[config.mk]
export PLATFORM = sky130hd
export DESIGN_NAME = truth_table_capture
export DESIGN_NICKNAME = d
export VERILOG_FILES = /design/src/rtl/truth_table_capture.sv
export SDC_FILE = /design/constraint.sdc
export NUM_CORES = 1
export LEC_CHECK = 0
export ABC_CLOCK_PERIOD_IN_PS = 3100
export CAP_MARGIN = 20
export CORE_MARGIN = 8
export CORE_UTILIZATION = 40
export DETAILED_ROUTE_END_ITERATION = 6
export HOLD_SLACK_MARGIN = 0.03
export PLACE_DENSITY_LB_ADDON = 0.08
export SLEW_MARGIN = 20
export SYNTH_ARGS = -nofsm -noshare
export SYNTH_HDL_FRONTEND = slang
export SYNTH_SLANG_ARGS = --single-unit
[constraint.sdc]
create_clock -name clk -period 3.1 [get_ports clk]
set_clock_uncertainty 0.05 [all_clocks]
set_input_delay 0.31 -clock clk [delete_from_list [all_inputs] [get_ports clk]]
set_output_delay 0.31 -clock clk [all_outputs]
set_load 0.01 [all_outputs]
[src/rtl/truth_table_capture.sv]
// Truth-table capture for N_IN-input/1-output characterization samples: builds the table,
// tracks coverage, flags conflicting responses. Optional golden compare via macro TT_EXPECT_EN.
module truth_table_capture #(
    parameter  int N_IN = 3,
    localparam int T    = 1 << N_IN
) (
    input  logic            clk,
    input  logic            rst,
    input  logic            clear,
    input  logic            in_valid,
    output logic            in_ready,
    input  logic [N_IN-1:0] in_vec,
    input  logic            in_y,
    output logic [T-1:0]    table_out,
    output logic [T-1:0]    seen,
    output logic            complete,
    output logic            conflict,
    output logic [N_IN-1:0] conflict_idx,
    output logic [7:0]      sample_count,
`ifdef TT_EXPECT_EN
    input  logic [T-1:0]    expected,
    output logic            match,
`endif
    output logic [1:0]      dbg_state
);

    // Handshake: a sample transfers on a rising edge where in_valid && in_ready;
    // in_ready is high only while collecting and does not depend on in_valid.
    typedef enum logic [1:0] {
        S_COLLECT = 2'd0,
        S_DONE    = 2'd1,
        S_ERROR   = 2'd2
    } state_t;

    state_t          r_state;
    state_t          w_state_next;
    logic [T-1:0]    r_table;
    logic [T-1:0]    r_seen;
    logic [T-1:0]    w_table_next;
    logic [T-1:0]    w_seen_next;
    logic [T-1:0]    w_onehot;
    logic [N_IN-1:0] r_cidx;
    logic [N_IN-1:0] w_cidx_next;
    logic [7:0]      r_count;
    logic [7:0]      w_count_next;
    logic            w_accept;
    logic            w_hit;
    logic            w_mismatch;
`ifdef TT_EXPECT_EN
    logic            r_match;
`endif

    always_comb begin
        w_state_next = r_state;
        w_table_next = r_table;
        w_seen_next  = r_seen;
        w_cidx_next  = r_cidx;
        w_count_next = r_count;
        w_onehot     = T'(1) << in_vec;
        w_accept     = in_valid && (r_state == S_COLLECT);
        w_hit        = |(r_seen & w_onehot);
        w_mismatch   = (r_table[in_vec] != in_y);

        if (w_accept) begin
            if (r_count != 8'hFF) begin
                w_count_next = r_count + 8'd1;
            end
            if (!w_hit) begin
                w_seen_next  = r_seen | w_onehot;
                w_table_next = in_y ? (r_table | w_onehot) : (r_table & ~w_onehot);
            end else if (w_mismatch) begin
                // First captured value is kept; the offending combination is recorded.
                w_cidx_next  = in_vec;
                w_state_next = S_ERROR;
            end
        end

        if ((w_state_next == S_COLLECT) && (&w_seen_next)) begin
            w_state_next = S_DONE;
        end
    end

    always_ff @(posedge clk) begin
        if (rst || clear) begin
            r_state <= S_COLLECT;
            r_table <= '0;
            r_seen  <= '0;
            r_cidx  <= '0;
            r_count <= '0;
        end else begin
            r_state <= w_state_next;
            r_table <= w_table_next;
            r_seen  <= w_seen_next;
            r_cidx  <= w_cidx_next;
            r_count <= w_count_next;
        end
    end

`ifdef TT_EXPECT_EN
    // Registered from next-state values so it rises together with complete.
    always_ff @(posedge clk) begin
        if (rst || clear) begin
            r_match <= 1'b0;
        end else begin
            r_match <= (w_state_next == S_DONE) && (w_table_next == expected);
        end
    end

    assign match = r_match;
`endif

    assign in_ready     = (r_state == S_COLLECT);
    assign table_out    = r_table;
    assign seen         = r_seen;
    assign complete     = (r_state == S_DONE);
    assign conflict     = (r_state == S_ERROR);
    assign conflict_idx = r_cidx;
    assign sample_count = r_count;
    assign dbg_state    = r_state;

endmodule

==> reports/metrics.yaml, run 1 <==
outcome: "finished, final reports clean"
start_util_pct: 40.6
cp.required_ns: 3.29
r2r_cells: 5
timing.fmax_mhz: 392
grt_use_total_pct: 13.5
wl_per_cell_um: 15.1
yosysSeqAreaShare_pct: 40.0
power_density_nw_per_um2: 355
synth_edf_count: 0
maxSlewViolCount: 0
clk_latency_ns: 0.32
crit_cells: 6
die-area_um2: 5820
synthFlopType: "dfxtp_1"
drt-pass1-iter-count: 4
cp_max_fo: 8
ys_types: 43
nets: 214
finalWirelength_mm: 3.82
synth-simple-area-share_pct: 27.4
coreArea_um2: 3580
die_x_um: 76.3
layout_commonest_cell: "clkdlybuf4s50_1"
vias: 1361
synth_top_family_by_area: "simple AND/OR/NAND/NOR gates"
antenna_found_initial: 0
crit_path_start_kind: "primary input"
portBuffers: 39
cpMaxStageDelayCell: "clkdlybuf4s50_1"
slowest_delay_ns: 0.74
drc_errors: 0
ys_seq_elements: 29
path_buf_inv: 1
async_reset_ff_share_pct: 0
grt_pass1_vias: 1399
period_share_pct: 82.3
r2r_setup_slack_ns: 0.87
cts_tree: "yes"
hold_viol: 0
hold_path.class: "reg -> reg"
ctsResizeCount: 0
r2r_start: "dbg_state[1]$_SDFF_PP0_"
cp_top_family: "simple AND/OR/NAND/NOR gates"
synthMuxAreaShare_pct: 9.04
worstSetupPathType: "in -> reg"
worstSetupStartpoint: "in_vec[0]"
power.leakage_nw: 0.655
cts_buffer_depth: 2
std_cell_rows: 22
layout-drive-gt1-share_pct: 11.7
cp_cell_sequence: "clkdlybuf4s50_1, mux2_4, nor3b_4, a21oi_1, or4b_1, o41ai_2"
clk_pin_slew_ns: 0.09
drt_iter0_drc: 74
cts.sinks: 29
post_cts_buffers: 0
gr-total-overflow: 0
synthXorXnorAreaFrac_pct: 4.82
routed_via_density: 5.38
syn_inst: 162
cp-endpoint: "dbg_state[0]$_SDFF_PP0_"
grt_max_degree: 28
peakVddDrop_mv: 0.213
htree_levels: 2
pin_count: 40
arrival_ns: 2.74
syn_area_um2: 1450
power_uw: 695
synthAdderAreaFrac_pct: 0.861
rsz0062_at_grt: "false"
hpwl_mm: 2.92
layout_common_cells: "clkdlybuf4s50_1, dfxtp_1, nor2_1"
synth-warning-count: 0
grt_pass1_wl_mm: 6.40
ctsHoldBuffers: 0
setup_violations: 0
regToRegEndpoint: "dbg_state[0]$_SDFF_PP0_"
maxCapViolCount: 0
worst_pin_slew_ns: 0.604
die_h_um: 76.3
syn_avg_cell_area_um2: 8.97
synth_nets: 171
finalCriticalPeriod_ns: 2.55
ant_nets: 0
synth_compound_area_share_pct: 14.4
cts_buffers: 5
tns_ns: 0
cts_root_buffer: "clkbuf_4"
end_kind: "flop"
place_congestion: 0.860
syn_to_final_growth_pct: 34.6
relSlewSlack_pct: 59.3
antenna_cells: 0
## synthesized netlist by cell type (all sizes together) (2+ instances only)
cell | count | area share (%)
nand3 | 11 | 3.8
mux4 | 2 | 3.1
clkbuf | 4 | 1.0
nor2 | 19 | 4.9
xor2 | 3 | 1.8
o21ai | 5 | 1.7
or4b | 2 | 1.4
nor2b | 2 | 0.86
a21boi | 2 | 1.8
a21oi | 19 | 6.8
xnor2 | 5 | 3.0
dfxtp | 29 | 40
nand4 | 3 | 1.3
inv | 3 | 0.78
nor4b | 2 | 2.2
nor3 | 3 | 1.0
buf | 4 | 1.7
mux2i | 6 | 4.1
nand2 | 18 | 4.7
o21a | 2 | 1.0
and3 | 2 | 0.95
nor3b | 3 | 3.1
mux2 | 2 | 1.8
## routing by layer
metal  track usage (%)  part of all wire, %  up-vias  wire, µm
met5                 0                    0        -         0
met4              6.54                  2.1        0        82
met3              5.66                  7.2        9       274
met2              24.8                   51       36      1940
met1              12.4                   40      657      1520
li1                  -                    -      659         -
## worst reg2reg max path: cells and delay by family, from the launching register on
| kind | cells | cell delay [ns] |
|---|---|---|
| AO/OA/AOI/OAI | 3 | 0.75 |
| AND/OR/NAND/NOR | 2 | 0.94 |
| flip-flops | 1 | 0.41 |
## area by class of cell
type	count	area [µm²]
clock buffers	7	55.1
fillers	337	1620
inverters	3	11.3
multi-input cells	122	821
flip-flops and latches	29	581
well taps	48	60.1
repair buffers	44	428
## kinds of logic (layout without fill, tap and decap cells)
logic type                 count (synthesis)  after routing
AOI/OAI and AO/OA                         32             32
buffers and inverters                     11             54
DFF                                       29             29
and+or+nand+nor                           71             71
xor gates and xnor gates                   8              8
adders and majority gates                  1              1
muxes                                     10             10
## how the worst min path moves through the flow
stage	from	depth (start not counted)	slack [ns]	to
2_1_floorplan	rst	2	0.42	dbg_state[1]$_SDFF_PP0_
3_3_place_gp	conflict_idx[1]$_SDFFE_PP0P_	2	0.42	conflict_idx[1]$_SDFFE_PP0P_
3_5_place_dp	flop	2	0.43	flop
4_1_cts	conflict_idx[1]$_SDFFE_PP0P_	2	0.44	conflict_idx[1]$_SDFFE_PP0P_
5_1_grt	flop	2	0.47	flop
6_report	flop	2	0.44	flop
## report_power, final
group,switching [mW],leakage [nW],internal [mW],total (mW)
Combinational,0.0454,0.390,0.0399,0.0853
Sequential,0.00469,0.234,0.376,0.381
Clock,0.122,0.0314,0.107,0.229
## through the flow
| step | setup slack, ns | utilization (%) | instance area [µm²] | std cells | hold slack (ns) |
|---|---|---|---|---|---|
| floorplan | 0.997 | - | 1450 | 162 | 0.423 |
| global placement | 0.260 | 53.1 | 1900 | 246 | 0.418 |
| detailed placement | 0.182 | 53.1 | 1900 | 246 | 0.425 |
| CTS | 0.530 | 54.7 | 1960 | 253 | 0.439 |
| global route | 0.457 | 54.7 | 1960 | 253 | 0.466 |
| finish | 0.547 | 54.7 | 1960 | 253 | 0.435 |
(Power assumes the default switching activity.)
==> run 2, diff against run 1 <==
--- a/config.mk
+++ b/config.mk
@@ -5,7 +5,7 @@
 export SDC_FILE = /design/constraint.sdc
 export NUM_CORES = 1
 export LEC_CHECK = 0
-export ABC_CLOCK_PERIOD_IN_PS = 3100
+export ABC_CLOCK_PERIOD_IN_PS = 2100
 export CAP_MARGIN = 20
 export CORE_MARGIN = 8
 export CORE_UTILIZATION = 40
==> constraint.sdc (replaced) <==
create_clock -name clk -period 2.1 [get_ports clk]
set_clock_uncertainty 0.05 [all_clocks]
set_input_delay 0.21 -clock clk [delete_from_list [all_inputs] [get_ports clk]]
set_output_delay 0.21 -clock clk [all_outputs]
set_load 0.01 [all_outputs]
==> run 2 against run 1 <==
  * Clock-buffer cell count unchanged
  * Global-route usage grew 0.88 points
  * Cell area grew 13%
  * Critical path depth grew 1
  * Worst setup slack got worse by 0.40 ns
  * Critical path type unchanged
  * Critical endpoint is now conflict_idx[1]$_SDFFE_PP0P_
  * Largest cell class unchanged
==> reports/metrics.yaml, run 2 (synthesis gave the netlist of run 1 again) <==
hpwl_mm: 3.19
start_util_pct: 40.6
rsz0062_at_grt: "false"
portBuffers: 39
wl_per_cell_um: 14.4
relSlewSlack_pct: 63.2
post_cts_buffers: 0
grt_pass1_vias: 1464
setup_violations: 0
hold_path.class: "reg -> reg"
grt_pass1_wl_mm: 6.88
slowest_delay_ns: 0.54
maxSlewViolCount: 0
postLayoutCellArea_um2: 2200
place_congestion: 0.800
finalWirelength_mm: 4.09
clk_latency_ns: 0.33
die_x_um: 76.3
worst_pin_slew_ns: 0.546
pin_count: 40
placed_area_um2: 2130
die_h_um: 76.3
crit_path_start_kind: "primary input"
routed_via_density: 5.09
cp.required_ns: 2.25
syn_to_final_growth_pct: 51.5
die-area_um2: 5820
end_kind: "flop"
peakVddDrop_mv: 0.357
cts_buffers: 5
power_density_nw_per_um2: 489
htree_levels: 2
arrival_ns: 2.11
maxCapViolCount: 0
layout_commonest_cell: "clkdlybuf4s50_1"
drt-pass1-iter-count: 4
finalCriticalPeriod_ns: 1.95
layout-drive-gt1-share_pct: 24.3
cts_buffer_depth: 2
cp_max_fo: 4
drc_errors: 0
worstSetupPathType: "in -> reg"
ctsHoldBuffers: 0
grt_use_total_pct: 14.3
cts.sinks: 29
cpMaxStageDelayCell: "clkdlybuf4s50_1"
antenna_found_initial: 0
cts_root_buffer: "clkbuf_4"
setup_ws_ns: 0.146
power.leakage_nw: 0.804
power_mw: 1.08
std_cell_rows: 22
coreArea_um2: 3580
drt_iter0_drc: 81
nets: 244
cts_tree: "yes"
outcome: "finished, final reports clean"
antenna_cells: 0
timing.fmax_mhz: 512
ant_nets: 0
clk_pin_slew_ns: 0.08
layout_common_cells: "clkdlybuf4s50_1, buf_4, dfxtp_1"
hold_viol: 0
grt_max_degree: 27
dp_slack_ns: -0.434
vias: 1440
period_share_pct: 93.0
gr-total-overflow: 0
cp_cell_sequence: "clkdlybuf4s50_1, nor3b_4, a21boi_0, or4b_1, buf_4, o21ai_1, a21oi_1"
run 2: routing by layer:
metal	share of wire, %	routed length [µm]	global-route usage, %	up-vias
li1	-	-	-	719
met1	41	1690	14.9	676
met2	51	2070	25.4	37
met3	6.5	267	5.90	8
met4	1.6	64	5.00	0
met5	0	0	0	-
run 2: final cells by class:
type / count / area [µm²]
fillers: 328 / 1380
multi-input cells: 122 / 838
repair buffers: 74 / 656
flip-flops and latches: 29 / 581
well taps: 48 / 60.1
clock buffers: 7 / 55.1
inverters: 3 / 11.3
run 2: final timing paths:
kind	start	to	slack, ns	cells after the start
worst max-delay path	in_valid	conflict_idx[1]$_SDFFE_PP0P_	0.15	7
worst min-delay path	conflict_idx[0]$_SDFFE_PP0P_	conflict_idx[0]$_SDFFE_PP0P_	0.43	2
worst min register to register	conflict_idx[0]$_SDFFE_PP0P_	conflict_idx[0]$_SDFFE_PP0P_	0.43	2
worst max register to register	dbg_state[1]$_SDFF_PP0_	conflict_idx[1]$_SDFFE_PP0P_	0.17	6
run 2: what timing repair did:
| action | in CTS | in global routing |
|---|---|---|
| gates cloned | 0 | 0 |
| setup endpoints to repair | 1 | 4 |
| pin swaps | 4 | 0 |
| resized for setup | 4 | 2 |
run 2: critical path: cells and delay by family:
family | cells | cell delay (ns)
buffers and inverters | 2 | 0.71
AND/OR/NAND/NOR | 2 | 0.75
AO/OA/AOI/OAI | 3 | 0.43
run 2: per-stage QoR:
stage	instances	utilization [%]	hold slack (ns)	setup TNS [ns]
floorplan	162	-	0.323	0
global placement	276	59.4	0.421	-1.29
detailed placement	276	59.4	0.422	-1.60
CTS	283	61.2	0.434	0
global route	283	61.5	0.455	0
finish	283	61.5	0.433	0
run 2: report_power, final:
group,switching (mW),internal [mW]
clock network,0.188,0.158
logic,0.0777,0.0909
registers,0.00561,0.555
total,0.271,0.804
==> run 3, diff against run 2 <==
--- a/config.mk
+++ b/config.mk
@@ -12,7 +12,6 @@
 export DETAILED_ROUTE_END_ITERATION = 6
 export HOLD_SLACK_MARGIN = 0.03
 export PLACE_DENSITY_LB_ADDON = 0.08
-export SLEW_MARGIN = 20
 export SYNTH_ARGS = -nofsm -noshare
 export SYNTH_HDL_FRONTEND = slang
 export SYNTH_SLANG_ARGS = --single-unit
==> results of run 3 <==
The final DEF is identical to that of run 2; final timing and power are the same.
